$ cat src/rtl/imem_loader.sv
// Framed byte-stream loader for instruction memory; holds the CPU in reset until a checksum-verified image is written.
// Write strobe one cycle after a word's 4th byte; done/err one cycle after CHK; rx_ready drops only during the write cycle.
module imem_loader #(
  parameter int         ADDR_W    = 6,
  parameter int         DEPTH     = 64,
  parameter logic [7:0] SYNC_BYTE = 8'hA5,
  parameter int         TIMEOUT   = 50000
) (
  input  logic              clk_i,
  input  logic              rst_i,
  input  logic              rx_valid_i,
  input  logic [7:0]        rx_data_i,
  output logic              rx_ready_o,
  output logic              imem_we_o,
  output logic [ADDR_W-1:0] imem_addr_o,
  output logic [31:0]       imem_wdata_o,
  output logic              cpu_rst_o,
  output logic              done_o,
  output logic              err_o
);

  localparam int            TW       = $clog2(TIMEOUT + 1);
  localparam logic [7:0]    DEPTH_B  = 8'(DEPTH);
  localparam logic [TW-1:0] TMO_LAST = TW'(TIMEOUT - 1);

  typedef enum logic [2:0] {
    S_IDLE, S_COUNT, S_DATA, S_WRITE, S_CHECK, S_DONE, S_ERR
  } state_t;

  state_t            state_q;
  logic [7:0]        n_q;
  logic [7:0]        word_q;
  logic [7:0]        chk_q;
  logic [1:0]        byte_q;
  logic [23:0]       asm_q;
  logic [TW-1:0]     tmo_q;
  logic              imem_we_q;
  logic [ADDR_W-1:0] imem_addr_q;
  logic [31:0]       imem_wdata_q;
  logic              cpu_rst_q;
  logic              done_q;
  logic              err_q;

  logic              xfer_d;
  logic              in_frame_d;
  logic              tmo_hit_d;
  logic [7:0]        word_inc_d;

  assign rx_ready_o = ~rst_i & (state_q != S_WRITE);
  assign xfer_d     = rx_valid_i & rx_ready_o;
  assign in_frame_d = (state_q == S_COUNT) | (state_q == S_DATA) | (state_q == S_CHECK);
  assign tmo_hit_d  = in_frame_d & ~xfer_d & (tmo_q == TMO_LAST);
  assign word_inc_d = word_q + 8'd1;

  assign imem_we_o    = imem_we_q;
  assign imem_addr_o  = imem_addr_q;
  assign imem_wdata_o = imem_wdata_q;
  assign cpu_rst_o    = cpu_rst_q;
  assign done_o       = done_q;
  assign err_o        = err_q;

  always_ff @(posedge clk_i) begin
    if (rst_i) begin
      state_q      <= S_IDLE;
      n_q          <= '0;
      word_q       <= '0;
      chk_q        <= '0;
      byte_q       <= '0;
      asm_q        <= '0;
      tmo_q        <= '0;
      imem_we_q    <= 1'b0;
      imem_addr_q  <= '0;
      imem_wdata_q <= '0;
      cpu_rst_q    <= 1'b1;
      done_q       <= 1'b0;
      err_q        <= 1'b0;
    end else begin
      imem_we_q <= 1'b0;
      if (in_frame_d)
        tmo_q <= xfer_d ? '0 : tmo_q + TW'(1);

      // A stalled frame is abandoned; any half-assembled word is simply dropped.
      if (tmo_hit_d) begin
        state_q <= S_ERR;
        err_q   <= 1'b1;
        tmo_q   <= '0;
      end else begin
        case (state_q)
          S_IDLE, S_DONE, S_ERR: begin
            if (xfer_d && rx_data_i == SYNC_BYTE) begin
              state_q   <= S_COUNT;
              done_q    <= 1'b0;
              err_q     <= 1'b0;
              cpu_rst_q <= 1'b1;
            end
          end
          S_COUNT: begin
            if (xfer_d) begin
              if (rx_data_i == 8'd0 || rx_data_i > DEPTH_B) begin
                state_q <= S_ERR;
                err_q   <= 1'b1;
              end else begin
                state_q <= S_DATA;
                n_q     <= rx_data_i;
                word_q  <= '0;
                byte_q  <= '0;
                chk_q   <= '0;
              end
            end
          end
          S_DATA: begin
            if (xfer_d) begin
              asm_q  <= {asm_q[15:0], rx_data_i};
              chk_q  <= chk_q ^ rx_data_i;
              byte_q <= byte_q + 2'd1;
              if (byte_q == 2'd3) begin
                state_q      <= S_WRITE;
                imem_we_q    <= 1'b1;
                imem_addr_q  <= ADDR_W'(word_q);
                imem_wdata_q <= {asm_q, rx_data_i};
              end
            end
          end
          S_WRITE: begin
            word_q  <= word_inc_d;
            state_q <= (word_inc_d == n_q) ? S_CHECK : S_DATA;
          end
          S_CHECK: begin
            if (xfer_d) begin
              if (rx_data_i == chk_q) begin
                state_q   <= S_DONE;
                done_q    <= 1'b1;
                cpu_rst_q <= 1'b0;
              end else begin
                state_q <= S_ERR;
                err_q   <= 1'b1;
              end
            end
          end
          default: state_q <= S_IDLE;
        endcase
      end
    end
  end

endmodule

$ cat config.mk
export PLATFORM = sky130hd
export DESIGN_NAME = imem_loader
export DESIGN_NICKNAME = d
export VERILOG_FILES = /design/src/rtl/imem_loader.sv
export SDC_FILE = /design/constraint.sdc
export NUM_CORES = 1
export LEC_CHECK = 0
export ABC_AREA = 1
export BUFFER_PORTS_ARGS = -buffer_cell sky130_fd_sc_hd__buf_2
export CELL_PAD_IN_SITES_DETAIL_PLACEMENT = 0
export CELL_PAD_IN_SITES_GLOBAL_PLACEMENT = 1
export CORE_ASPECT_RATIO = 0.5
export CORE_MARGIN = 1.5
export CORE_UTILIZATION = 43
export CTS_CLUSTER_SIZE = 40
export DETAILED_ROUTE_END_ITERATION = 8
export PLACE_DENSITY = 0.91
export SYNTH_ARGS = -nofsm -noshare
export SYNTH_HDL_FRONTEND = slang
export SYNTH_SLANG_ARGS = --single-unit
$ cat constraint.sdc
create_clock -name clk_i -period 2.1 [get_ports clk_i]
set_clock_uncertainty 0.05 [all_clocks]
set_input_delay 0.105 -clock clk_i [delete_from_list [all_inputs] [get_ports clk_i]]
set_output_delay 0.105 -clock clk_i [all_outputs]
set_load 0.02 [all_outputs]
==> impl_results.md, run 1 <==
* M3 GR Usage at 4.343%
* Setup violators final at 0
* Combinational share of power at 5.7%
* Global-route met2 utilization at 32.80%
* WP data arrival at 2.10 ns
* Final instance area at 5743 sq um
* Antenna diode count at 0
* DP HPWL at 8188 um
* Min cycle time layout at 1.871 ns
* FILL cells at 1110
* Worst-margin pin slew at 0.5198 ns
* DR iter-0 viols at 234
* Die Wd at 156.0 um
* Pleak at 0.002437 uW
* Synthesized Nets at 696
* Final hold vios at 0
* Layout area overhead at 14.09%
* Detail Route Antenna Nets at 0
* PortBufs at 53
* Num CTS Buffers at 9
* Initial Util at 45.02%
* Total negative slack at 0 ns
* Avg Inst Size Synth at 7.381 sq um
* Hold Buf Count CTS at 0
* Startpoint Class: flip-flop
* Placer Congestion at 0.8402
* Max VDD drop at 370.5 uV
* Share of the yosys chip area belonging to registers at 44.15%
* Place WS at 0.1090 ns
* H-Tree Depth at 3
* DRC at 0
* Synthesis Warnings at 0
* Final Cycle Share at 89.08%
* Setup Crit Path Kind: reg2reg
* Routed via count at 4468
* Pre-antenna DRT Iters at 5
* Share of cells above drive strength 1 at 17.01%
* Max_cap viols at 0
* Top Usage Layer GRT: met2
* Post-synth EDFFs at 0
* Status: completed
* Most used DFF post-synth: dfxtp_1
* Initial antenna violation count at 0
* Net Switching at 995.0 uW
* Die H at 79.51 um
* Slew HR at 65.35%
* # rows at 27
* I/O pin total at 54
* Switching Fraction at 24.83%
* Crit Path Max Fanout at 5
* Root buffer cell: clkbuf_16
* Synth Register Bits at 111
* P_int at 3012 uW
* Max Clk Rate at 0.5346 GHz
* Largest net degree at the start of global routing at 50
* Final core utilization at 51.36%
* Most frequent cells in the layout: nand2_1 (140), dfxtp_1 (110), nor2_1 (99), a21oi_1 (57), o21ai_0 (57)
* Via/cell ratio at 4.998
* GRT overflow at 0
* Final WS setup at 0.2294 ns
* Ys async rst share at 0%
* CTS tree: yes
* First-pass GRT wire length at 19580 um
* Clk_lat worst skew at 0.35 ns
* Vias in the first global route at 4124
* Crit path capture type: flip-flop
* Worst-path clk slew at 0.08 ns
* Hold/Removal Path Class: in2reg
* Slew Viols, Final at 0
* Worst Path Required at 2.33 ns
* RSZ-0062 raised after global routing: false
* Clock Sinks at 111
* Multi-input gate area at 2424 sq um
* Die Area at 12400 sq um
* Worst hold margin at 0.04608 ns
* Clock power share at 41.4%
* Drt total wl at 11580 um
* Core area at 11180 sq um
* GRT met1 Usage at 26.37%
* Library cells used by synthesis at 45
* Seq pwr share at 52.9%
* Total Routing Usage GR at 19.71%
* Leading cell type in the layout, fill and taps excluded: nand2_1
* # nets final at 745
* Max Root-Sink Buffers at 2
* DP Area at 5449 sq um
* Mapped Area at 5034 sq um
* Total area of sequential cells at 2223 sq um
* Syn Inst Count at 682
* Pwr Density at 697.7 nW/um^2
* Routed len/inst at 12.95 um
-- Yosys cell counts (2+ instances only) --
master,number,area (sq um)
nand3_1,40,200.2
a211oi_1,6,45.04
a21oi_2,11,96.34
inv_2,7,26.28
o211a_1,2,20.02
a31oi_1,2,12.51
nand2_2,4,25.02
a21oi_1,57,285.3
nand3_2,2,20.02
nor3_1,9,45.04
o21ai_0,57,285.3
buf_6,2,22.52
nor2_1,99,371.6
o21ai_1,2,10.01
buf_2,7,35.03
nor2_8,3,60.06
buf_4,8,60.06
xor2_1,9,78.83
clkbuf_1,11,41.29
nand2_1,140,525.5
nor2_2,4,25.02
a32oi_1,2,17.52
nand4_1,11,68.82
ha_1,3,37.54
dfxtp_1,111,2222
inv_1,50,187.7
nor2_4,2,22.52
nor4_1,4,25.02
-- through the flow --
step	cells	total power, uW
6_report	894	4007
3_5_place_dp	879	2395
3_3_place_gp	879	2397
4_1_cts	894	4052
5_1_grt	894	4153
2_1_floorplan	682	2323
-- power groups by stage --
stage / sequential (uW) / combinational, uW / clock, uW
global route: 2120 / 251 / 1780
detailed placement: 2170 / 226 / 0
CTS: 2120 / 227 / 1710
finish: 2120 / 227 / 1660
global placement: 2170 / 227 / 0
floorplan: 2170 / 156 / 0
-- final cells by class --
type / count / area share [%]
timing repair buffer: 66 / 6.536
sequential: 111 / 38.71
clock buffer: 9 / 3.922
tap: 159 / 3.464
inverter: 59 / 3.987
multi-input combinational: 484 / 42.20
clock inverter: 6 / 1.176
-- metal layers --
layer	share of wire [%]	wire [um]	vias to the layer above
met2	46	5336	91
li1	-	-	2344
met3	4.3	501	9
met5	0	0	-
met1	49	5661	2024
met4	0.67	77	0
-- what timing repair did --
action | in CTS | in global routing
setup endpoints to repair | 0 | 29
buffers inserted | 0 | 0
resized for setup | 0 | 1
-- worst max-delay path, stage by stage (launching register included) --
cell,delay [ns]
dfxtp_1,0.40
ha_1,0.18
nand2_1,0.10
nor2_4,0.16
nand3_2,0.10
nor2_1,0.10
nand2_1,0.11
nor2_1,0.10
nand2_1,0.13
nor3_1,0.17
nor2_1,0.07
nor3_2,0.14
-- kinds of logic (layout without fill, tap and decap cells) --
family | Yosys count | after routing | share of synthesized area (%)
compound gates | 148 | 148 | 16.98
xor+xnor | 10 | 10 | 1.740
fa+ha+maj | 3 | 3 | 0.7458
buf+inv | 87 | 140 | 7.706
flops | 111 | 111 | 44.15
simple gates | 323 | 323 | 28.68
-- registers in the layout, indices dropped and copies added, names as in the netlist, 3 cells and up --
register	count
tmo_q	16
asm_q	24
imem_wdata_o	32
n_q	8
word_q	8
state_q	3
chk_q	8
imem_addr_o	6
-- worst paths after layout --
path / from / endpoint / slack [ns] / depth (start not counted)
max: tmo_q[0] / tmo_q[12] / 0.23 / 11
min: rx_data_i[0] / asm_q[0] / 0.05 / 3
max reg2reg: tmo_q[0] / tmo_q[12] / 0.23 / 11
min reg2reg: imem_wdata_o[11] / imem_wdata_o[11] / 0.41 / 2
Note: power is estimated with default switching activity, not from simulation.
==> run 2, diff against run 1 <==
- CELL_PAD_IN_SITES_GLOBAL_PLACEMENT: 1 -> 2
- CORE_UTILIZATION: 43 -> 34
- MAX_ROUTING_LAYER: unset -> met4
==> impl_results.md, run 2 (synthesized netlist as in run 1, its figures left out) <==
* Vias in the first global route at 3945 (-4.3%)
* Net Switching at 1127 uW (+13%)
* Final WS setup at 0.2098 ns (-0.01959 ns)
* Clk_lat worst skew at 0.36 ns (about the same)
* R2R depth at 12 (+1)
* Combinational share of power at 5.6% (about the same)
* Seq pwr share at 50.6% (-2.3 points)
* Slowest CP cell: dfxtp_1
* Status: completed
* Setup Crit Path Kind: reg2reg
* Worst-margin pin slew at 0.5133 ns (-0.006455 ns)
* Total negative slack at 0 ns (unchanged)
* Clock Sinks at 111 (unchanged)
* Final instance area at 5831 sq um (+1.5%)
* GRT overflow at 0 (unchanged)
* Worst Path Required at 2.27 ns (-0.06 ns)
* Cts repair resizes at 0 (unchanged)
* Place WS at 0.1662 ns (+0.05726 ns)
* Clock power share at 43.7% (+2.3 points)
* Routed via count at 4430 (-0.85%)
* Pwr Density at 718.0 nW/um^2 (+2.9%)
* Min cycle time layout at 1.890 ns (+0.01959 ns)
* Layout area overhead at 15.83%
* H-Tree Depth at 3 (unchanged)
* Startpoint Class: flip-flop
* Drt total wl at 12180 um (+5.2%)
* Post-CTS setup buffers at 0 (unchanged)
* Routed len/inst at 13.01 um (+0.48%)
* Final core utilization at 40.30% (-11 points)
* Share of cells above drive strength 1 at 17.34% (+0.34 points)
* DR iter-0 viols at 297 (+27%)
* Final hold vios at 0 (unchanged)
* Initial Util at 34.79% (-10 points)
* Antenna diode count at 0 (unchanged)
* Worst-path clk slew at 0.09 ns (about the same)
* Root buffer cell: clkbuf_16
* Max Root-Sink Buffers at 2 (unchanged)
* # nets final at 747 (+0.27%)
* DRC at 0 (unchanged)
* Final Cycle Share at 90.01% (+0.93 points)
* Slew HR at 65.78% (+0.43 points)
* DP Area at 5513 sq um (+1.2%)
* Crit path capture type: flip-flop
* First-pass GRT wire length at 20050 um (+2.4%)
* Hold/Removal Path Class: in2reg
* Via/cell ratio at 4.733 (-5.3%)
* Pleak at 0.002461 uW (+0.97%)
* Num CTS Buffers at 9 (unchanged)
* Max VDD drop at 356.2 uV (-3.9%)
* Detail Route Antenna Nets at 0 (unchanged)
* Total Routing Usage GR at 16.84% (-2.9 points)
* Most frequent cells in the layout: nand2_1 (140), dfxtp_1 (110), nor2_1 (99), a21oi_1 (57), o21ai_0 (57)
* Initial antenna violation count at 0 (unchanged)
* Pre-antenna DRT Iters at 4 (-1)
* DP HPWL at 8463 um (+3.4%)
* Max reg flops at 32 (unchanged)
* Hold Buf Count CTS at 0 (unchanged)
* Max Clk Rate at 0.5290 GHz (-1.0%)
* PortBufs at 53 (unchanged)
* Worst hold stages at 3 (unchanged)
* Leading cell type in the layout, fill and taps excluded: nand2_1
* CTS tree: yes
* Slew Viols, Final at 0 (unchanged)
* Die H at 89.04 um (+12%)
* Die Wd at 175.1 um (+12%)
* P_int at 3059 uW (+1.6%)
* Setup violators final at 0 (unchanged)
* Core area at 14470 sq um (+29%)
* CP delay by family, top: simple AND/OR/NAND/NOR gates
* WP data arrival at 2.06 ns (-0.04 ns)
* Switching Fraction at 26.92% (+2.1 points)
* Max incr delay on CP at 0.46 ns (+0.06 ns)
* RSZ-0062 raised after global routing: false
* Largest net degree at the start of global routing at 50 (unchanged)
* Crit path buf inv count at 0 (unchanged)
* I/O pin total at 54 (unchanged)
* Worst path cell trace: ha_1, nand2_1, nor2_1, nand2_1, nand3_1, nand3_1, nor2_1, nand3_1, nand2_1, nand2_1, nand2_1, a21oi_1
* # rows at 31 (+15%)
* Top cell by count, worst path: nand2_1
* Max_cap viols at 0 (unchanged)
* Die Area at 15590 sq um (+26%)
* Crit Path Max Fanout at 6 (+1)
* Critical path depth at 12 (+1)
* Placer Congestion at 0.8274 (-1.5%)
-- run 2: changes by cell type in the layout (fill, tap and decap cells not counted), sizes merged --
cell    delta
inv        +3
buf        +2
clkinv     -2
-- run 2: power groups by stage --
| stage | Combinational [uW] | Sequential [uW] | Clock, uW |
|---|---|---|---|
| floorplan | 156 | 2170 | 0 |
| global placement | 239 | 2170 | 0 |
| detailed placement | 237 | 2170 | 0 |
| CTS | 238 | 2120 | 1890 |
| global route | 263 | 2120 | 1970 |
| finish | 235 | 2120 | 1830 |
-- run 2: through the flow --
| step | hold slack (ns) | power, uW | instances |
|---|---|---|---|
| floorplan | 0.1899 | 2323 | 682 |
| global placement | 0.3960 | 2408 | 920 |
| detailed placement | 0.4016 | 2407 | 920 |
| CTS | 0.03007 | 4246 | 936 |
| global route | 0.04006 | 4352 | 936 |
| finish | 0.03538 | 4186 | 936 |
-- run 2: path summary, 6_finish.rpt --
kind	startpoint	end	slack, ns
max	word_q[0]	state_q[1]	0.21
min	rx_data_i[6]	imem_wdata_o[6]	0.04
max reg2reg	word_q[0]	state_q[1]	0.21
min reg2reg	imem_wdata_o[16]	imem_wdata_o[16]	0.41
-- run 2: cell type report --
class / instances / area, sq um
fillers: 1497 / 8637
multi-input cells: 484 / 2424
flip-flops and latches: 111 / 2223
repair buffers: 68 / 390.4
well taps: 198 / 247.7
inverters: 59 / 229.0
clock buffers: 9 / 225.2
clock inverters: 7 / 91.34
-- run 2: per-layer routing --
metal,part of all wire (%),track usage [%]
met2,45,26.80
met1,51,21.72
met4,0.85,4.196
met5,0,-
met3,2.6,4.039
-- run 2: worst min-delay path: stages --
cell and delay (ns):
buf_2 0.16, nand2_1 0.08, a21oi_1 0.06
==> run 3, diff against run 2 <==
- ABC_AREA: 1 -> 0
- CORE_UTILIZATION: 34 -> 35
==> impl_results.md, run 3 <==
* Status: completed
* Die H at 87.85 um (-1.3%)
* Pwr Density at 675.8 nW/um^2 (-5.9%)
* Clock Sinks at 111 (unchanged)
* Drt total wl at 11860 um (-2.7%)
* Max Clk Rate at 0.5167 GHz (-2.3%)
* Final hold vios at 0 (unchanged)
* Final Cycle Share at 92.17% (+2.2 points)
* Worst-margin pin slew at 0.5890 ns (+0.07570 ns)
* Worst-path clk slew at 0.08 ns (about the same)
* Pre-antenna DRT Iters at 4 (unchanged)
* Via/cell ratio at 4.979 (+5.2%)
* Crit Path Max Fanout at 2 (-4)
* Multi-input gate area at 2514 sq um (+3.7%)
* Synthesis Warnings at 0 (unchanged)
* Share of the synthesized area in the top cell type at 44.09% (-0.055 points)
* Final instance area at 5837 sq um (+0.11%)
* Setup Crit Path Kind: reg2reg
* Hold Buf Count CTS at 0 (unchanged)
* Most common cell in the netlist: nand2_1
* Top post-synthesis cells by count: nand2_1 (149), dfxtp_1 (111), a21oi_1 (82), nor2_1 (40), clkbuf_1 (21)
* Total area of sequential cells at 2222 sq um (about the same)
* Share of the yosys chip area belonging to registers at 44.09% (-0.055 points)
* CTS tree: yes
* Slew Viols, Final at 0 (unchanged)
* Slowest CP cell: or3_4
* Post-CTS setup buffers at 0 (unchanged)
* Max_cap viols at 0 (unchanged)
* Total negative slack at 0 ns (unchanged)
* GRT overflow at 0 (unchanged)
* RSZ-0062 raised after global routing: false
* Initial antenna violation count at 0 (unchanged)
* DR iter-0 viols at 236 (-21%)
* Routed via count at 4347 (-1.9%)
* Pleak at 0.002091 uW (-15%)
* # nets final at 690 (-7.6%)
* Min cycle time layout at 1.936 ns (+0.04529 ns)
* Final WS setup at 0.1645 ns (-0.04529 ns)
* Hold/Removal Path Class: in2reg
* Die Area at 15170 sq um (-2.7%)
* Post-synth EDFFs at 0 (unchanged)
* Yosys top cell by area: dfxtp_1
* Num CTS Buffers at 9 (unchanged)
* Vias in the first global route at 3974 (+0.74%)
* Worst path cell trace: ha_2, nand3_2, or3_4, a2111oi_4, nand4_1, a221oi_2
* Library cells used by synthesis at 61 (+36%)
* WP data arrival at 2.16 ns (+0.10 ns)
* Max VDD drop at 375.5 uV (+5.4%)
* DRC at 0 (unchanged)
* Clk_lat worst skew at 0.36 ns (about the same)
* Initial Util at 36.49% (+1.7 points)
* Detail Route Antenna Nets at 0 (unchanged)
* Die Wd at 172.7 um (-1.4%)
* DP HPWL at 8105 um (-4.2%)
* Root buffer cell: clkbuf_16
* Synth top area cells: dfxtp_1 (44%), nand2_1 (11%), a21oi_1 (8.1%)
* Pwr Total at 3944 uW (-5.8%)
* Crit path capture type: flip-flop
* Leading cell type in the layout, fill and taps excluded: nand2_1
* Startpoint Class: flip-flop
* Avg Inst Size Synth at 8.051 sq um (+9.1%)
* Core area at 13810 sq um (-4.5%)
* # rows at 30 (-3.2%)
* Worst Path Required at 2.32 ns (+0.05 ns)
* First-pass GRT wire length at 19820 um (-1.2%)
* Largest net degree at the start of global routing at 59 (+18%)
* Share of cells above drive strength 1 at 17.33% (about the same)
* Place WS at 0.1374 ns (-0.02882 ns)
* Crit path buf inv count at 0 (unchanged)
* Total Routing Usage GR at 16.70% (-0.14 points)
* Antenna diode count at 0 (unchanged)
* H-Tree Depth at 3 (unchanged)
* Slew HR at 60.73% (-5.0 points)
* Most frequent cells in the layout: nand2_1 (149), dfxtp_1 (111), a21oi_1 (82), buf_2 (53), nor2_1 (40)
* Layout area overhead at 15.81% (about the same)
* Worst hold margin at 0.02749 ns (-0.007889 ns)
* CP delay by family, top: simple AND/OR/NAND/NOR gates
* Mapped Area at 5040 sq um (+0.12%)
* I/O pin total at 54 (unchanged)
* Placer Congestion at 0.8633 (+4.3%)
* Max Root-Sink Buffers at 2 (unchanged)
* Setup violators final at 0 (unchanged)
* Most used DFF post-synth: dfxtp_1
* Routed len/inst at 13.58 um (+4.4%)
* Ys async rst share at 0% (unchanged)
* FILL cells at 1466 (-2.1%)
* DP Area at 5517 sq um (about the same)
* Syn Inst Count at 626 (-8.2%)
* Max reg flops at 32 (unchanged)
* PortBufs at 53 (unchanged)
* Max incr delay on CP at 0.41 ns (-0.05 ns)
* Synthesized Nets at 640 (-8.0%)
* Synth Register Bits at 111 (unchanged)
run 3: cell count changes after synthesis, sizes merged, moves of 6 or more:
cell / change
nand3: -28
a31oi: +8
nor4: +7
mux2i: +7
o21ai: -40
nor3: +7
nor2: -67
a21oi: +14
xor2: +8
or3: +6
inv: -48
xnor2: +11
clkbuf: +10
buf: +8
run 3: what timing repair did:
action / CTS / global route
endpoints found under the setup margin: 0 / 2
endpoints found under the hold margin: 0 / 0
resized for setup: 0 / 2
run 3: through the flow:
| stage | std cells | utilization (%) |
|---|---|---|
| after floorplan | 626 | - |
| after global placement | 857 | 39.94 |
| after detailed placement | 857 | 39.94 |
| after CTS | 873 | 42.18 |
| after global routing | 873 | 42.26 |
| final | 873 | 42.26 |
run 3: final cells by class:
| class | count | share of cell area (%) |
|---|---|---|
| Clock inverter | 7 | 1.458 |
| Multi-Input combinational cell | 457 | 43.07 |
| Clock buffer | 9 | 3.859 |
| Inverter | 12 | 0.7717 |
| Tap cell | 192 | 4.116 |
| Sequential cell | 111 | 38.07 |
| Timing Repair Buffer | 85 | 8.660 |
run 3: final timing paths:
| check | startpoint | endpoint | slack (ns) | cells past startpoint |
|---|---|---|---|---|
| hold / removal | rx_data_i[7] | asm_q[7] | 0.03 | 3 |
| hold reg to reg | n_q[7] | n_q[7] | 0.39 | 2 |
| setup / recovery | word_q[0] | state_q[2] | 0.16 | 6 |
| setup reg to reg | word_q[0] | state_q[2] | 0.16 | 6 |
run 3: cells by family after synthesis:
logic type,count (synthesis),share of synthesized area (%)
AO/OA/AOI/OAI,139,16.36
multiplexers,11,2.284
buffers and inverters,58,6.231
adder cells (fa/ha/maj),3,0.7449
AND/OR/NAND/NOR,275,25.25
XOR/XNOR,29,5.040
flip-flops,111,44.09
run 3: routing by layer:
metal / GRT usage, % / vias up / part of all wire [%]
met4: 4.506 / 0 / 0.95
met2: 27.31 / 58 / 46
met3: 3.516 / 11 / 2.7
li1: - / 2238 / -
met1: 21.15 / 2040 / 51
met5: - / - / 0
run 3: report_power, final:
| part | switching (uW) | internal [uW] |
|---|---|---|
| combinational | 83.6 | 28.9 |
| clock | 878 | 851 |
| sequential | 0.249 | 2100 |
| total | 962 | 2980 |
run 3: worst min-delay path, delay by kind of cell:
family | cells | cell delay [ns]
compound gates | 1 | 0.05
simple gates | 1 | 0.07
buf+inv | 1 | 0.16
